==> config.mk <==
export PLATFORM = sky130hd
export DESIGN_NAME = serial_add_ctrl_flat
export DESIGN_NICKNAME = d
export VERILOG_FILES = /design/src/rtl/serial_add_ctrl_if.sv /design/src/rtl/serial_add_ctrl.sv /design/src/flat_wrapper.sv
export SDC_FILE = /design/constraint.sdc
export NUM_CORES = 1
export LEC_CHECK = 0
export CORE_AREA = 2 2 71 73
export DETAILED_ROUTE_END_ITERATION = 8
export DIE_AREA = 0 0 73 75
export SKIP_CTS_REPAIR_TIMING = 1
export SYNTH_ARGS = -nofsm -noshare
export SYNTH_HDL_FRONTEND = slang
export SYNTH_SLANG_ARGS = --single-unit
==> constraint.sdc <==
create_clock -name clk -period 1.3 [get_ports clk]
set_input_delay 0.26 -clock clk [delete_from_list [all_inputs] [get_ports clk]]
set_output_delay 0.26 -clock clk [all_outputs]
set_load 0.02 [all_outputs]
==> src/rtl/serial_add_ctrl_if.sv <==
// Operand/result handshake bundle for the bit-serial adder controller.
// Latency: none, wires only.
// Backpressure: in_valid/in_ready toward the controller, out_valid/out_ready from it.
// Optional macro SERIAL_ADD_SUB_EN adds the 1-bit sub select to the bundle.
interface serial_add_ctrl_if #(
  parameter int WIDTH = 8
);
  logic             in_valid;
  logic             in_ready;
  logic [WIDTH-1:0] op_a;
  logic [WIDTH-1:0] op_b;
  logic             cin;
  logic             out_valid;
  logic             out_ready;
  logic [WIDTH-1:0] sum;
  logic             cout;
  logic             busy;
`ifdef SERIAL_ADD_SUB_EN
  logic             sub;

  // Producer/consumer side (drives operands, accepts the result)
  modport master (
    output in_valid, op_a, op_b, cin, sub, out_ready,
    input  in_ready, out_valid, sum, cout, busy
  );

  // Controller side
  modport slave (
    input  in_valid, op_a, op_b, cin, sub, out_ready,
    output in_ready, out_valid, sum, cout, busy
  );
`else
  // Producer/consumer side (drives operands, accepts the result)
  modport master (
    output in_valid, op_a, op_b, cin, out_ready,
    input  in_ready, out_valid, sum, cout, busy
  );

  // Controller side
  modport slave (
    input  in_valid, op_a, op_b, cin, out_ready,
    output in_ready, out_valid, sum, cout, busy
  );
`endif
endinterface

==> src/rtl/serial_add_ctrl.sv <==
// Bit-serial adder: one full_adder cell walked across WIDTH bits, LSB first.
// Latency: out_valid rises WIDTH clock edges after the operand accept edge.
// Backpressure: result held in DONE until out_ready; no new operands until then.
// Optional macro SERIAL_ADD_SUB_EN adds a sub input (a - b via ~b + 1).

// One-bit full adder cell, the only arithmetic in the block.
module full_adder (
  input  logic a,
  input  logic b,
  input  logic ci,
  output logic s,
  output logic co
);
  assign s  = a ^ b ^ ci;
  assign co = (a & b) | (a & ci) | (b & ci);
endmodule

module serial_add_ctrl #(
  parameter int WIDTH = 8
) (
  input  logic           clk,
  input  logic           rst_n,
  serial_add_ctrl_if.slave bus
);
  localparam int CNT_W = $clog2(WIDTH + 1);
  localparam logic [CNT_W-1:0] LAST_BIT = CNT_W'(WIDTH - 1);

  typedef enum logic [1:0] {
    IDLE = 2'd0,
    RUN  = 2'd1,
    DONE = 2'd2
  } state_t;

  state_t           state;
  logic [CNT_W-1:0] cnt;
  logic             carry;
  logic [WIDTH-1:0] a_sh;
  logic [WIDTH-1:0] b_sh;
  logic [WIDTH-1:0] res;
  logic [WIDTH-1:0] sum_q;
  logic             cout_q;
  logic             out_valid_q;
  logic             busy_q;

  logic             cell_s;
  logic             cell_co;
  logic [WIDTH-1:0] res_next;
  logic [WIDTH-1:0] b_capture;
  logic             carry_capture;

  full_adder u_fa (
    .a  (a_sh[0]),
    .b  (b_sh[0]),
    .ci (carry),
    .s  (cell_s),
    .co (cell_co)
  );

  // Result register shifts right; the freshly computed bit enters at the MSB,
  // so after WIDTH steps bit 0 of the sum has arrived at res[0].
  always_comb begin
    res_next            = res >> 1;
    res_next[WIDTH-1]   = cell_s;
  end

  // Operand B / initial carry as loaded at the accept edge.
  always_comb begin
`ifdef SERIAL_ADD_SUB_EN
    b_capture     = bus.sub ? ~bus.op_b : bus.op_b;
    carry_capture = bus.sub ? 1'b1 : bus.cin;
`else
    b_capture     = bus.op_b;
    carry_capture = bus.cin;
`endif
  end

  // Controller FSM: capture, serial run, hold result until consumed.
  always_ff @(posedge clk or negedge rst_n) begin
    if (!rst_n) begin
      state       <= IDLE;
      cnt         <= '0;
      carry       <= 1'b0;
      a_sh        <= '0;
      b_sh        <= '0;
      res         <= '0;
      sum_q       <= '0;
      cout_q      <= 1'b0;
      out_valid_q <= 1'b0;
      busy_q      <= 1'b0;
    end else begin
      case (state)
        IDLE: begin
          if (bus.in_valid) begin
            a_sh   <= bus.op_a;
            b_sh   <= b_capture;
            carry  <= carry_capture;
            cnt    <= '0;
            res    <= '0;
            state  <= RUN;
            busy_q <= 1'b1;
          end
        end
        RUN: begin
          a_sh  <= a_sh >> 1;
          b_sh  <= b_sh >> 1;
          res   <= res_next;
          carry <= cell_co;
          cnt   <= cnt + CNT_W'(1);
          if (cnt == LAST_BIT) begin
            state       <= DONE;
            sum_q       <= res_next;
            cout_q      <= cell_co;
            out_valid_q <= 1'b1;
          end
        end
        DONE: begin
          if (bus.out_ready) begin
            out_valid_q <= 1'b0;
            busy_q      <= 1'b0;
            state       <= IDLE;
          end
        end
        default: begin
          // Unreachable encoding: fall back to a clean idle.
          state       <= IDLE;
          out_valid_q <= 1'b0;
          busy_q      <= 1'b0;
        end
      endcase
    end
  end

  assign bus.in_ready  = (state == IDLE);
  assign bus.out_valid = out_valid_q;
  assign bus.sum       = sum_q;
  assign bus.cout      = cout_q;
  assign bus.busy      = busy_q;

endmodule

==> src/flat_wrapper.sv <==
// flat-port wrapper written by rule: the top's interface ports become plain ports
module serial_add_ctrl_flat 
#(
  parameter int WIDTH = 8
)
  (clk, rst_n, bus_in_valid, bus_op_a, bus_op_b, bus_cin, bus_out_ready, bus_in_ready, bus_out_valid, bus_sum, bus_cout, bus_busy);
  serial_add_ctrl_if #(.WIDTH(WIDTH)) bus_i ();
  input  logic clk;
  input  logic rst_n;
  input wire logic [$bits(bus_i.in_valid)-1:0] bus_in_valid;
  input wire logic [$bits(bus_i.op_a)-1:0] bus_op_a;
  input wire logic [$bits(bus_i.op_b)-1:0] bus_op_b;
  input wire logic [$bits(bus_i.cin)-1:0] bus_cin;
  input wire logic [$bits(bus_i.out_ready)-1:0] bus_out_ready;
  output wire logic [$bits(bus_i.in_ready)-1:0] bus_in_ready;
  output wire logic [$bits(bus_i.out_valid)-1:0] bus_out_valid;
  output wire logic [$bits(bus_i.sum)-1:0] bus_sum;
  output wire logic [$bits(bus_i.cout)-1:0] bus_cout;
  output wire logic [$bits(bus_i.busy)-1:0] bus_busy;
  assign bus_i.in_valid = bus_in_valid;
  assign bus_i.op_a = bus_op_a;
  assign bus_i.op_b = bus_op_b;
  assign bus_i.cin = bus_cin;
  assign bus_i.out_ready = bus_out_ready;
  assign bus_in_ready = bus_i.in_ready;
  assign bus_out_valid = bus_i.out_valid;
  assign bus_sum = bus_i.sum;
  assign bus_cout = bus_i.cout;
  assign bus_busy = bus_i.busy;
  serial_add_ctrl #(.WIDTH(WIDTH)) u_core (.clk(clk), .rst_n(rst_n), .bus(bus_i));
endmodule
==> summary.txt, run 1 <==
Largest net degree at the start of global routing: 42
IO Count: 33
Chip height: 75 um
Startpoint Class: flip-flop
Synth unique cells: 29
Synthesized area: 0.00180 mm^2
Clock latency on the worst-skew pair: 0.29 ns
Unrepaired setup endpoints after global routing: yes
Failing checks: setup timing
Pleak: 1.30 nW
Worst Max-Slew Pin Slew: 0.269 ns
Dpl ws: -0.228 ns
Vias per cell: 5.28
Post-synth EDFFs: 0
Area share of the largest cell type after synthesis: 0.570
Critical path endpoint category: flip-flop
Die width: 73 um
CP arrival: 1.57 ns
Met2 wire len: 1.99 mm
Antenna cell count: 0
Syn Area/Cell: 11.8 um^2
Final Hold Viols: 0
Crit-path slowest cell: dfrtp_1
Worst vdd ir: 0.000833 V
Post-route ant nets: 0
Min Tclk post-route: 1.39 ns
TritonCTS clock tree: yes
Power per cell area: 2130 mW/mm^2
Crit path max fanout: 2
CTS H-tree depth: 2
Final period utilization: 1.07
Main synth FF type: dfrtp_1
DRC violations left: 0
DRT Pass-1 Iters: 5
First-pass GRT wire length: 6.55 mm
Total wire length: 3.96 mm
Synth Instances: 152
CTS sink cnt: 41
Seq/Total Area, Yosys: 0.570
Final setup viols: 14
Setup ws final: -0.0901 ns
M1 WL: 1.73 mm
Gp weighted congestion: 0.797
CP max stage delay: 0.40 ns
Metal3 WL: 192 um
Hold Crit Class: in2async
Layout area overhead: 41.2%
Post-DP HPWL: 2.89 mm
R2R Setup Slk: -0.09 ns
Synth warnings: 0
Max-cap viol count: 0
# rows: 25
Initial core utilization: 0.386
Leading area contributor after synthesis: dfrtp_1
PortBufs: 32
Top cells by count, synth: dfrtp_1, o21ai_0, a22oi_1
Wire per inst: 14.9 um
Routed vias: 1405
Synthesized Nets: 175
Async set or reset register ratio after synthesis: 1.00
Util after Layout: 0.545
Max frequency: 719 MHz
Slew headroom: 0.821
Clock buffer count from CTS: 5
Full die area: 0.00548 mm^2
Crit path required time: 1.48 ns
Final clock skew: 0.00986 ns
Core area: 0.00466 mm^2
CP cell instances: ha_4 -> nand2_4 -> nor3_4 -> buf_4 -> mux2_2
Outcome: finished, violations left
Max-slew violations: 0
Most common cell in the netlist: dfrtp_1
Fin Setup TNS: -0.872 ns
Clk slew on worst S/H paths: 0.08 ns
Initial antenna violation count: 0
Synth area leaders: dfrtp_1, a22oi_1, mux2_4, o21ai_0, a22o_1
Synth Register Bits: 41
Root buf cell: clkbuf_8
Share of cells above drive strength 1: 0.269
GRT Util Overall: 0.157
Highest metal layer with signal wires: met4
Starting DRT DRC Count: 116
Vias in the first global route: 1384
Max Root-Sink Buffers: 2
Nets: 234
WS Path Type: reg2reg
Total gr overflow: 0
[placed cells by master, fill, tap and decap left out, drive strengths merged, types with 3 or more instances in the layout]
master	count
nor2	3
a22oi	16
nand2	15
nor2b	7
dfrtp	41
a21oi	7
clkbuf	7
clkdlybuf4s50	18
inv	3
mux2	9
a22o	8
buf	30
dlymetal6s2s	12
o21ai	19
[routing by layer]
layer  global-route usage  vias up
met2                0.253       47
met3               0.0415        6
met4               0.0535        0
met5                    0        -
met1                0.206      690
li1                     -      662
[where the power goes]
part	switching (mW)	leakage (nW)	total, mW	internal, mW
registers	0.358	0.530	2.15	1.79
logic	1.09	0.721	2.49	1.40
clock network	0.405	0.0450	0.777	0.372
total	1.85	1.30	5.42	3.56
[path summary, 6_finish.rpt]
path / startpoint / end / cells past startpoint
setup reg to reg: u_core.cnt[0] / u_core.bus.cout / 5
hold / removal: rst_n / u_core.cnt[2] / 3
hold reg to reg: u_core.bus.out_valid / u_core.bus.out_valid / 1
setup / recovery: u_core.cnt[0] / u_core.bus.cout / 5
min in group clk: bus_in_valid / u_core.state[0] / 3
max in group asynchronous: rst_n / u_core.state[0] / 3
[metrics by stage]
step / hold slack, ns / power (mW) / cell area (um^2) / std cells
floorplan: -0.0356 / 3.45 / 1800 / 152
global placement: 0.248 / 4.42 / 2340 / 252
detailed placement: 0.247 / 4.52 / 2340 / 252
CTS: -0.0694 / 5.33 / 2420 / 260
global route: 0.498 / 5.84 / 2540 / 266
finish: 0.463 / 5.42 / 2540 / 266
[layout make-up]
type	count	area, um^2
timing repair buffer	62	608
tap	54	67.6
multi-input combinational	98	744
clock buffer	6	72.6
sequential	41	1030
fill	404	2120
clock inverter	2	10.0
inverter	3	11.3
[sequential cells by signal, indices dropped and copies added, names as in the netlist, 2 cells and up]
name,flops
u_core.bus.sum,8
u_core.res,7
u_core.a_sh,8
u_core.b_sh,8
u_core.state,2
u_core.cnt,4
[critical path, delay by kind of cell, from the launching register on]
family	cells	cell delay, ns
muxes	1	0.32
DFF	1	0.40
adders and majority gates	1	0.17
and+or+nand+nor	2	0.24
buffers and inverters	1	0.16
[logic make-up (layout without fill, tap and decap cells)]
logic type               count (synthesis)  count (layout)  synth area share
AO/OA/AOI/OAI                           56              56             0.207
flip-flops                              41              41             0.570
AND/OR/NAND/NOR                         30              30            0.0890
buffers and inverters                   13              73            0.0375
multiplexers                            10              10            0.0786
adder cells (fa/ha/maj)                  2               2            0.0181
Note: power is estimated with default switching activity, not from simulation.
==> run 2, diff against run 1 <==
--- a/config.mk
+++ b/config.mk
@@ -8,6 +8,7 @@
 export CORE_AREA = 2 2 71 73
 export DETAILED_ROUTE_END_ITERATION = 8
 export DIE_AREA = 0 0 73 75
+export SETUP_SLACK_MARGIN = 0.02
 export SKIP_CTS_REPAIR_TIMING = 1
 export SYNTH_ARGS = -nofsm -noshare
 export SYNTH_HDL_FRONTEND = slang
==> constraint.sdc (replaced) <==
create_clock -name clk -period 1.2 [get_ports clk]
set_input_delay 0.24 -clock clk [delete_from_list [all_inputs] [get_ports clk]]
set_output_delay 0.24 -clock clk [all_outputs]
set_load 0.02 [all_outputs]
==> run 2 against run 1 <==
The flow still finishes with violations (setup timing). Design area increased by 1.3%. Sequential power increased by 7%. Non-clock buffer count unchanged. Final cell count unchanged. Maximum frequency increased by 0.52%. Worst hold slack got worse by 0.020 ns. Worst setup slack got worse by 0.093 ns. Critical endpoint unchanged. Clock power increased by 51%. Highest routed layer unchanged.
==> summary.txt, run 2 (synthesis results as in run 1) <==
Crit path required time: 1.38 ns
Outcome: finished, violations left
CP arrival: 1.56 ns
# rows: 25
Final clock skew: 0.00444 ns
Core area: 0.00466 mm^2
Overall power: 6.16 mW
Hold Crit Class: in2async
DRT Pass-1 Iters: 4
Total gr overflow: 0
TritonCTS clock tree: yes
Post-route ant nets: 0
Worst r2r dst: u_core.bus.cout
Routed vias: 1427
GRT Util Overall: 0.155
Area of the multi-input gates: 736 um^2
Gp weighted congestion: 0.764
Most common cell after layout, fill and taps aside: dfrtp_1
Antenna cell count: 0
Max-cap viol count: 0
Total wire length: 3.97 mm
Final setup viols: 35
Full die area: 0.00548 mm^2
Clock latency on the worst-skew pair: 0.29 ns
Commonest non-fill, non-tap cells in the layout: dfrtp_1, buf_4, clkdlybuf4s50_1
WS Path Type: reg2reg
Die width: 73 um
Max-slew violations: 0
Share of cells above drive strength 1: 0.278
IO Count: 33
Setup ws final: -0.183 ns
Nets: 234
Max frequency: 723 MHz
Failing checks: setup timing
Startpoint Class: flip-flop
Initial core utilization: 0.386
CTS sink cnt: 41
Min Tclk post-route: 1.38 ns
Starting DRT DRC Count: 82
Power per cell area: 2390 mW/mm^2
Hold slack: 0.444 ns
DRC violations left: 0
R2R depth: 5
Vias per cell: 5.36
Layout fillers: 399
Worst vdd ir: 0.00111 V
Critical path endpoint category: flip-flop
Chip height: 75 um
Crit Reg-Reg Startpoint: u_core.cnt[1]
Post-DP HPWL: 2.81 mm
R2R Setup Slk: -0.18 ns
Slew headroom: 0.824
Wire per inst: 14.9 um
Reg area: 0.00103 mm^2
Largest net degree at the start of global routing: 42
Max Root-Sink Buffers: 2
Vias in the first global route: 1371
Layout area overhead: 43.0%
Clock buffer count from CTS: 5
Initial antenna violation count: 0
First-pass GRT wire length: 6.47 mm
Final Hold Viols: 0
CTS H-tree depth: 2
Worst Max-Slew Pin Slew: 0.263 ns
Clk slew on worst S/H paths: 0.08 ns
Root buf cell: clkbuf_8
Crit path max fanout: 11
Final period utilization: 1.15
PortBufs: 32
Unrepaired setup endpoints after global routing: yes
Pleak: 1.28 nW
-- run 2: cell type report --
cell class	count	share of cell area
flip-flops and latches	41	0.399
well taps	54	0.0263
clock inverters	2	0.0146
clock buffers	6	0.0321
inverters	3	0.00438
repair buffers	62	0.238
multi-input cells	98	0.286
-- run 2: routing by layer --
layer / share of wire / track usage
met2: 0.49 / 0.236
met3: 0.040 / 0.0415
met1: 0.46 / 0.215
met4: 0.0055 / 0.0556
met5: 0 / 0
-- run 2: power by group --
group / internal [mW] / leakage [nW] / total (mW) / switching, mW
Clock: 0.676 / 0.0574 / 1.17 / 0.489
Sequential: 1.94 / 0.531 / 2.31 / 0.371
Combinational: 1.51 / 0.697 / 2.69 / 1.18
Total: 4.13 / 1.28 / 6.16 / 2.04
-- run 2: worst max-delay path, cell delays in order (launching register included) --
cell     delay, ns
dfrtp_1       0.37
ha_2          0.20
nand2_2       0.08
nor3_4        0.15
buf_12        0.17
mux2_4        0.30
-- run 2: worst max path at each step --
| stage | endpoint | cells past startpoint | startpoint |
|---|---|---|---|
| 4_1_cts | bus_in_ready | 2 | u_core.state[0] |
| 6_report | u_core.bus.cout | 5 | u_core.cnt[1] |
| 3_5_place_dp | u_core.a_sh[3] | 5 | bus_in_valid |
| 2_1_floorplan | u_core.bus.sum[0] | 5 | u_core.cnt[0] |
| 3_3_place_gp | u_core.a_sh[1] | 5 | bus_in_valid |
| 5_1_grt | u_core.bus.cout | 5 | u_core.cnt[1] |
-- run 2: stage by stage --
| step | setup WS [ns] | std cells | TNS [ns] | util | cell area (um^2) |
|---|---|---|---|---|---|
| floorplan | -0.160 | 152 | -1.30 | - | 1810 |
| global placement | -0.271 | 255 | -8.69 | 0.509 | 2370 |
| detailed placement | -0.357 | 255 | -9.96 | 0.509 | 2370 |
| CTS | -0.529 | 263 | -8.85 | 0.535 | 2490 |
| global route | -0.261 | 266 | -6.34 | 0.552 | 2570 |
| finish | -0.183 | 266 | -3.24 | 0.552 | 2570 |
